### src/rtl/board_pos_tracker.sv
// board_pos_tracker: multi-player token position tracker for a ring board.
// Handles setup (evenly spaced starts via a repeated-subtraction divider),
// multi-step moves with a busy/done handshake, and landing-collision reporting.
// Optional lap counters are enabled by defining BOARD_LAP_COUNT_EN.
module board_pos_tracker #(
  parameter int NUM_PLAYERS = 4,
  parameter int RING_SIZE   = 24,
  parameter int POS_W       = 5,
  parameter int STEP_W      = 3
) (
  input  logic                         clk,
  input  logic                         rst,
  input  logic                         setup,
  input  logic [3:0]                   num_active,
  input  logic                         move_req,
  input  logic [2:0]                   move_player,
  input  logic [STEP_W-1:0]            move_steps,
  output logic                         busy,
  output logic                         done,
  output logic                         err,
  output logic                         hit,
  output logic [2:0]                   hit_idx,
`ifdef BOARD_LAP_COUNT_EN
  output logic [NUM_PLAYERS*4-1:0]     laps_flat,
`endif
  output logic [NUM_PLAYERS*POS_W-1:0] pos_flat
);

  localparam int CNT_W = $clog2(RING_SIZE + 1);
  localparam logic [POS_W-1:0] LAST_POS = POS_W'(RING_SIZE - 1);
  localparam logic [2:0]       LAST_IDX = 3'(NUM_PLAYERS - 1);

  typedef enum logic [1:0] {IDLE, DIV, PLACE, MOVE} state_t;

  // Advance one tile; the last tile wraps back to tile 0.
  function automatic logic [POS_W-1:0] ring_inc(input logic [POS_W-1:0] p);
    return (p == LAST_POS) ? '0 : p + 1'b1;
  endfunction

  // Clamp the requested player count into 2..NUM_PLAYERS.
  function automatic logic [3:0] clamp_n(input logic [3:0] na);
    if (na < 4'd2)                   return 4'd2;
    else if (na > 4'(NUM_PLAYERS))   return 4'(NUM_PLAYERS);
    else                             return na;
  endfunction

`ifdef BOARD_LAP_COUNT_EN
  // Lap counter increment, saturating at 15.
  function automatic logic [3:0] lap_inc(input logic [3:0] l);
    return (l == 4'hF) ? l : l + 4'd1;
  endfunction
`endif

  state_t              state, state_nx;
  logic [3:0]          n_lat;
  logic [CNT_W-1:0]    rem, q, acc, n_cnt;
  logic [2:0]          idx, player;
  logic [STEP_W-1:0]   steps_left;
  logic [POS_W-1:0]    pos [NUM_PLAYERS];
  logic [POS_W-1:0]    mover_pos, mover_next;
  logic                move_reject, idx_active, last_step, hit_nx;
  logic [2:0]          hit_idx_nx;
`ifdef BOARD_LAP_COUNT_EN
  logic [3:0]          laps [NUM_PLAYERS];
`endif

  assign n_cnt      = CNT_W'(n_lat);
  assign idx_active = ({1'b0, idx} < n_lat);
  assign last_step  = (steps_left <= STEP_W'(1));

  // Current and next tile of the moving token, plus lowest-index landing victim.
  always_comb begin
    mover_pos  = '0;
    hit_nx     = 1'b0;
    hit_idx_nx = '0;
    for (int i = 0; i < NUM_PLAYERS; i++)
      if (3'(i) == player) mover_pos = pos[i];
    mover_next = ring_inc(mover_pos);
    for (int i = NUM_PLAYERS - 1; i >= 0; i--) begin
      if ((4'(i) < n_lat) && (3'(i) != player) && (pos[i] == mover_next)) begin
        hit_nx     = 1'b1;
        hit_idx_nx = 3'(i);
      end
    end
  end

  // Next-state logic; setup outranks move_req and requests are only seen in IDLE.
  always_comb begin
    state_nx    = state;
    move_reject = 1'b0;
    case (state)
      IDLE: begin
        if (setup) begin
          state_nx = DIV;
        end else if (move_req) begin
          if ({1'b0, move_player} >= n_lat) move_reject = 1'b1;
          else                              state_nx    = MOVE;
        end
      end
      DIV:     if (rem < n_cnt) state_nx = PLACE;
      PLACE:   if (idx == LAST_IDX) state_nx = IDLE;
      MOVE:    if (last_step) state_nx = IDLE;
      default: state_nx = IDLE;
    endcase
  end

  // State register.
  always_ff @(posedge clk or posedge rst) begin
    if (rst) state <= IDLE;
    else     state <= state_nx;
  end

  // Registered handshake and event outputs.
  always_ff @(posedge clk or posedge rst) begin
    if (rst) begin
      busy    <= 1'b0;
      done    <= 1'b0;
      err     <= 1'b0;
      hit     <= 1'b0;
      hit_idx <= '0;
    end else begin
      busy <= (state_nx != IDLE);
      done <= ((state == PLACE) && (idx == LAST_IDX)) || ((state == MOVE) && last_step);
      err  <= move_reject;
      hit  <= (state == MOVE) && (steps_left == STEP_W'(1)) && hit_nx;
      if ((state == MOVE) && (steps_left == STEP_W'(1)) && hit_nx) hit_idx <= hit_idx_nx;
    end
  end

  // Divider, placement and move datapath.
  always_ff @(posedge clk or posedge rst) begin
    if (rst) begin
      n_lat      <= '0;
      rem        <= '0;
      q          <= '0;
      acc        <= '0;
      idx        <= '0;
      player     <= '0;
      steps_left <= '0;
      for (int i = 0; i < NUM_PLAYERS; i++) begin
        pos[i] <= '0;
`ifdef BOARD_LAP_COUNT_EN
        laps[i] <= '0;
`endif
      end
    end else begin
      case (state)
        IDLE: begin
          if (setup) begin
            n_lat <= clamp_n(num_active);
            rem   <= CNT_W'(RING_SIZE);
            q     <= '0;
          end else if (move_req && !move_reject) begin
            player     <= move_player;
            steps_left <= move_steps;
          end
        end
        DIV: begin
          if (rem >= n_cnt) begin
            rem <= rem - n_cnt;
            q   <= q + 1'b1;
          end else begin
            idx <= '0;
            acc <= '0;
          end
        end
        PLACE: begin
          for (int i = 0; i < NUM_PLAYERS; i++) begin
            if (3'(i) == idx) begin
              pos[i] <= idx_active ? POS_W'(acc) : '0;
`ifdef BOARD_LAP_COUNT_EN
              laps[i] <= '0;
`endif
            end
          end
          if (idx_active) acc <= acc + q;
          idx <= idx + 1'b1;
        end
        MOVE: begin
          if (steps_left != '0) begin
            for (int i = 0; i < NUM_PLAYERS; i++) begin
              if (3'(i) == player) begin
                pos[i] <= mover_next;
`ifdef BOARD_LAP_COUNT_EN
                if (mover_pos == LAST_POS) laps[i] <= lap_inc(laps[i]);
`endif
              end
            end
            steps_left <= steps_left - 1'b1;
          end
        end
        default: ;
      endcase
    end
  end

  for (genvar g = 0; g < NUM_PLAYERS; g++) begin : g_flat
    assign pos_flat[g*POS_W +: POS_W] = pos[g];
`ifdef BOARD_LAP_COUNT_EN
    assign laps_flat[g*4 +: 4] = laps[g];
`endif
  end

endmodule
### config.mk
export PLATFORM = sky130hd
export DESIGN_NAME = board_pos_tracker
export DESIGN_NICKNAME = d
export VERILOG_FILES = /design/src/rtl/board_pos_tracker.sv
export SDC_FILE = /design/constraint.sdc
export NUM_CORES = 1
export LEC_CHECK = 0
export ABC_AREA = 1
export BUFFER_PORTS_ARGS = -buffer_cell sky130_fd_sc_hd__clkbuf_2
export CORE_MARGIN = 2
export CORE_UTILIZATION = 62
export DETAILED_ROUTE_END_ITERATION = 7
export PLACE_DENSITY = 0.84
export REMOVE_ABC_BUFFERS = 1
export SLEW_MARGIN = 20
export SYNTH_ARGS = -nofsm -noshare
export SYNTH_HDL_FRONTEND = slang
export SYNTH_SLANG_ARGS = --single-unit
### constraint.sdc
create_clock -name clk -period 3.78 [get_ports clk]
set_input_delay 0.189 -clock clk [delete_from_list [all_inputs] [get_ports clk]]
set_output_delay 0.189 -clock clk [all_outputs]
set_load 0.02 [all_outputs]
Word level (Yosys, flattened, before mapping) --
Cells that the tools add are included.
Storage, ports and cells: output and inout bits 27, flip-flop bits (word level) 57, bits of input ports 14
Operators by class: equality and inequality tests 34, bitwise logic cells 1, magnitude comparators 11, reduce and logical (&&, ||, !) cells 35, add/subtract/negate cells 6, mux-type cells 52
Operator list (count):
- 5-bit 2-to-1 mux | 20
- 20-bit case mux with 2 select lines | 1
- 5-bit case mux with 2 select lines | 3
- 3-bit 2-to-1 mux | 7
- 5-bit equality test | 4
- 20-bit 2-to-1 mux | 1
- 4-bit AND reduction | 5
- 2-bit by 1-bit inequality test with 1-bit output (second input constant) | 9
- 2-bit 2-to-1 mux | 7
- 1-bit logical AND | 13
- 2-bit by 3-bit equality test with 1-bit output (first input constant) | 4
- 2-bit inequality test (second input constant) | 6
- 3-bit case mux with 2 select lines | 2
- 5-bit by 1-bit adder with 5-bit output (second input constant) | 2
- 2-bit nonzero test | 5
- 3-bit AND reduction | 3
- 1-bit by 4-bit less-than comparator with 1-bit output (first input constant) | 2
- 2-bit by 4-bit less-than comparator with 1-bit output (first input constant) | 2
- 1-bit 2-to-1 mux | 8
- 4-bit 2-to-1 mux | 2
- 2-bit case mux with 4 select lines | 1
- 1-bit by 3-bit equality test with 1-bit output (first input constant) | 2
- 3-bit zero test | 2
- 2-bit by 3-bit inequality test with 1-bit output (first input constant) | 2
- 23 further kinds | 26

Depth between registers and ports, before layout --
depth after elaboration 14, mapped depth 21, depth with buffers taken out 19

Least setup slack after synthesis --
No wires, ideal clock.
path type register to register, start point register player[0], end point register hit_idx[0], data arrival time 2.304 ns, buffers on the path 3, required time 3.662 ns, stages on the path, launching flop included 21, setup slack 1.358 ns, clock period less this slack 2.422 ns, cells stage by stage dfrtp_1 buf_6 nor2_4 buf_6 nand3_2 o21ai_2 nor2_4 nor2_8 ha_1 clkbuf_1 xor2_1 a211oi_1 nand2_1 inv_1 nand3_1 nor2_1 nand2_2 nand2_2 o21ai_2 nand2_1 nand2_1
Between the ends: word-level cells in the longest chain between the ends 14, elaborated cells between the ends (all ways) 36, those cells by class add/sub: 1; eq/ne: 11; mux: 13; reduce/logical: 11
Ends and longest elaborated chain:
- start: declaration | line 57 | logic [2:0] idx, player;
- start signal: assignment | line 154 | player <= move_player;
- 3-bit zero test | line 77 | if (3'(i) == player) mover_pos = pos[i];
- 5-bit 2-to-1 mux (4 in a row) | line 77
- 5-bit by 1-bit adder with 5-bit output or 5-bit equality test (tied branches) | line 37 | return (p == LAST_POS) ? '0 : p + 1'b1;
- 5-bit 2-to-1 mux | line 37
- 5-bit equality test | line 80 | if ((4'(i) < n_lat) && (3'(i) != player) && (pos[i] == mover_next)) begin
- 1-bit logical AND | line 80
- 1-bit 2-to-1 mux (4 in a row) | line 80
- 1-bit logical AND | line 126 | if ((state == MOVE) && (steps_left == STEP_W'(1)) && hit_nx) hit_idx <= hit_idx_nx;
- end signal: assignment | line 126
- end: declaration | line 22 | output logic [2:0] hit_idx,
Several ways; a longest one is shown, not always the timed one. A chain may end at the register's enable or synchronous reset.

Worst setup path in the final report --
start point register player[1], end point register hit_idx[0]
The elaborated chain is that of the path after synthesis.

==> results.txt <==
outcome: complete, no violations
Post-synth EDFFs: 0
final setup fails: 0
CP most frequent cell: nand2_1
hold_buf cts: 0
ANT nets after route: 0
Setup TNS Final: 0 ns
Final Hold Vio Count: 0
pin count of the biggest net entering global routing: 57
CP max stage cell: dfrtp_1
CTS tree: built
CP Cell Sequence: inv_6 > nand3_1 > o21ai_2 > nor2_4 > nor2_8 > ha_1 > xor2_1 > a211oi_1 > nand2_1 > inv_1 > nand3_1 > nor2_1 > nand2_2 > nand2_2 > o21ai_2 > nand2_1 > nand2_1
Max FO, Critical Path: 12
asr flop ratio synth: 100%
Clk pwr share: 10.3%
library cells used by synthesis: 47
Main synth FF type: dfrtp_1
Synth area leader: dfrtp_1
initial antenna violation count: 0
Starting Density: 64.6%
cts bufs inserted: 5
CP Class: reg -> reg
Slew Limit Fails: 0
Post-Synthesis Cell Area: 3840 um^2
synth cell count leaders: nand2_1 (90), inv_1 (73), dfrtp_1 (56)
Lkg Pwr: 2.15 nW
port buffer count: 39
synth top area cells: dfrtp_1 (36%), nand2_1 (8.8%), ha_1 (7.5%)
Logic pwr share: 61.2%
Reg-to-Reg End: hit_idx[0]
required time of the critical path: 4.00 ns
internal power: 0.00181 W
routed via count: 3481
worst vdd ir: 535 uV
Clock Sinks: 56
post-DR wirelength/cell: 15.5 um
drt total wl: 9500 um
Max Cap Viol: 0
insertion delay to the later sink of the worst-skew pair: 0.32 ns
maximum clock rate: 337 MHz
Switching Share: 53.6%
CTS resizes: 0
mean area per synthesized cell: 7.71 um^2
first-pass GRT wire length: 15600 um
clock buffer depth: 2
RSZ-0062 raised after global routing: false
Tightest Pin Transition: 0.896 ns
WP data arrival: 3.18 ns
Yosys Warn Count: 0
reg2reg setup slack: 0.82 ns
sequential-to-total area share from yosys stat: 36.4%
core footprint: 5960 um^2
NetSw: 0.00208 W
row cnt: 28
NumNets Final: 576
crit-path leading delay family: simple AND/OR/NAND/NOR gates
Synth-to-Final Area Change: 8.62%
Seq cells post-synth: 56
max_slew headroom: 40.3%
GP Congestion: 0.985
Final Critical Period: 2.96 ns
Final period util: 78.4%
worst r2r src: player[1]
Worst setup startpoint: player[1]
# diodes: 0
final total power: 0.00389 W
Die Width: 82.8 um
vias in the first global route: 3323
Detailed Routing Iterations Pass 1: 5
grt total ovfl: 0
initial drt markers: 230
layout cell share with drive strength beyond 1: 17.3%
DRC errors left: 0
Seq pwr share: 28.5%
number of buffers and inverters on the critical path: 2
crit-path max cell delay: 0.70 ns
clk root buf: clkbuf_8
IO Pins: 41
Worst-path clk slew: 0.11 ns
HP Class: in -> async
Die Y: 82.8 um
Clock Skews: 0.0103 ns
CP Launch Type: flip-flop
CP Capture Type: flip-flop
die area: 6850 um^2
Hold WS: 0.0368 ns
cell count of the worst reg-to-reg path: 17
cell with the most instances after synthesis: nand2_1
Synth top area share: 36.4%
H-Tree Depth: 2
post-CTS setup buffers: 0
PD cells: 931 nW/um^2
placed inst area: 4070 um^2
total track usage: 30.2%
dpl hpwl: 7130 um
Cells after Synth: 499
Final Cell Area: 4180 um^2
vias per cell: 5.68
[worst min-delay path, stage by stage]
cell      delay, ns
clkbuf_2       0.09
inv_2          0.03
buf_4          0.56
[kinds of logic after synthesis]
group / share of synthesized area (%)
other: 0.0975
DFF: 36.4
and+or+nand+nor: 30.5
buffers and inverters: 9.73
AOI/OAI and AO/OA: 12.5
adders and majority gates: 8.53
xor gates and xnor gates: 2.28
[routing by layer]
metal | up-vias | global-route usage, % | share of wire [%]
met5 | - | 0 | 0
met4 | 0 | 14.3 | 3.6
met3 | 33 | 4.35 | 5.1
met2 | 117 | 51.5 | 48
met1 | 1609 | 37.7 | 43
li1 | 1722 | - | -
[worst max path at each step]
stage | endpoint | slack [ns] | cells past startpoint
4_1_cts | hit_idx[0] | 0.84 | 17
6_report | hit_idx[0] | 0.82 | 17
5_1_grt | hit_idx[0] | 0.61 | 17
3_3_place_gp | hit_idx[0] | 1.03 | 17
3_5_place_dp | hit_idx[0] | 0.90 | 17
2_1_floorplan | hit_idx[0] | 1.31 | 17
[layout make-up]
cell class / count / area [um^2]
multi-input cells: 356 / 2070
flip-flops and latches: 56 / 1400
clock inverters: 2 / 35.0
clock buffers: 6 / 72.6
fillers: 493 / 1780
well taps: 75 / 93.8
repair buffers: 41 / 210
inverters: 77 / 294
[power groups by stage]
stage | combinational [W] | clock, W | sequential [W]
final | 0.00238 | 0.000402 | 0.00111
after global routing | 0.00269 | 0.000433 | 0.00114
after CTS | 0.00236 | 0.000411 | 0.00110
after detailed placement | 0.00233 | 0 | 0.00111
after global placement | 0.00227 | 0 | 0.00110
after floorplan | 0.00166 | 0 | 0.00115
[cells in the final DEF, fill, tap and decap left out, types with 2 or more instances in the layout]
master,count
nand2_1,90
inv_1,72
dfrtp_1,56
nand3_1,51
nor2_1,43
o21ai_0,42
clkbuf_2,39
ha_1,23
a21oi_1,15
nand2_2,14
nand4_1,11
xor2_1,9
nor2_2,7
nor3_1,6
nand3_2,5
clkbuf_8,5
inv_2,4
o21ai_2,3
a211oi_1,3
nor2_4,2
o21bai_1,2
o21a_1,2
nand2_4,2
nand3b_1,2
nor3_2,2
a31oi_1,2
o31ai_1,2
fa_1,2
buf_4,2
[stage by stage]
step / setup slack, ns / util (%) / cells
floorplan: 1.31 / - / 489
global placement: 1.03 / 68.3 / 605
detailed placement: 0.896 / 68.3 / 605
CTS: 0.839 / 70.1 / 613
global route: 0.608 / 70.1 / 613
finish: 0.816 / 70.1 / 613
[flip-flops by register name, summed over array words and instances, names as in the netlist]
register and count:
acc 5, busy 1, done 1, err 1
hit 1, hit_idx 2, idx 3, n_lat 4
player 3, pos_flat 20, q 5, rem 5
state 2, steps_left 3
Note: power is estimated with default switching activity, not from simulation.
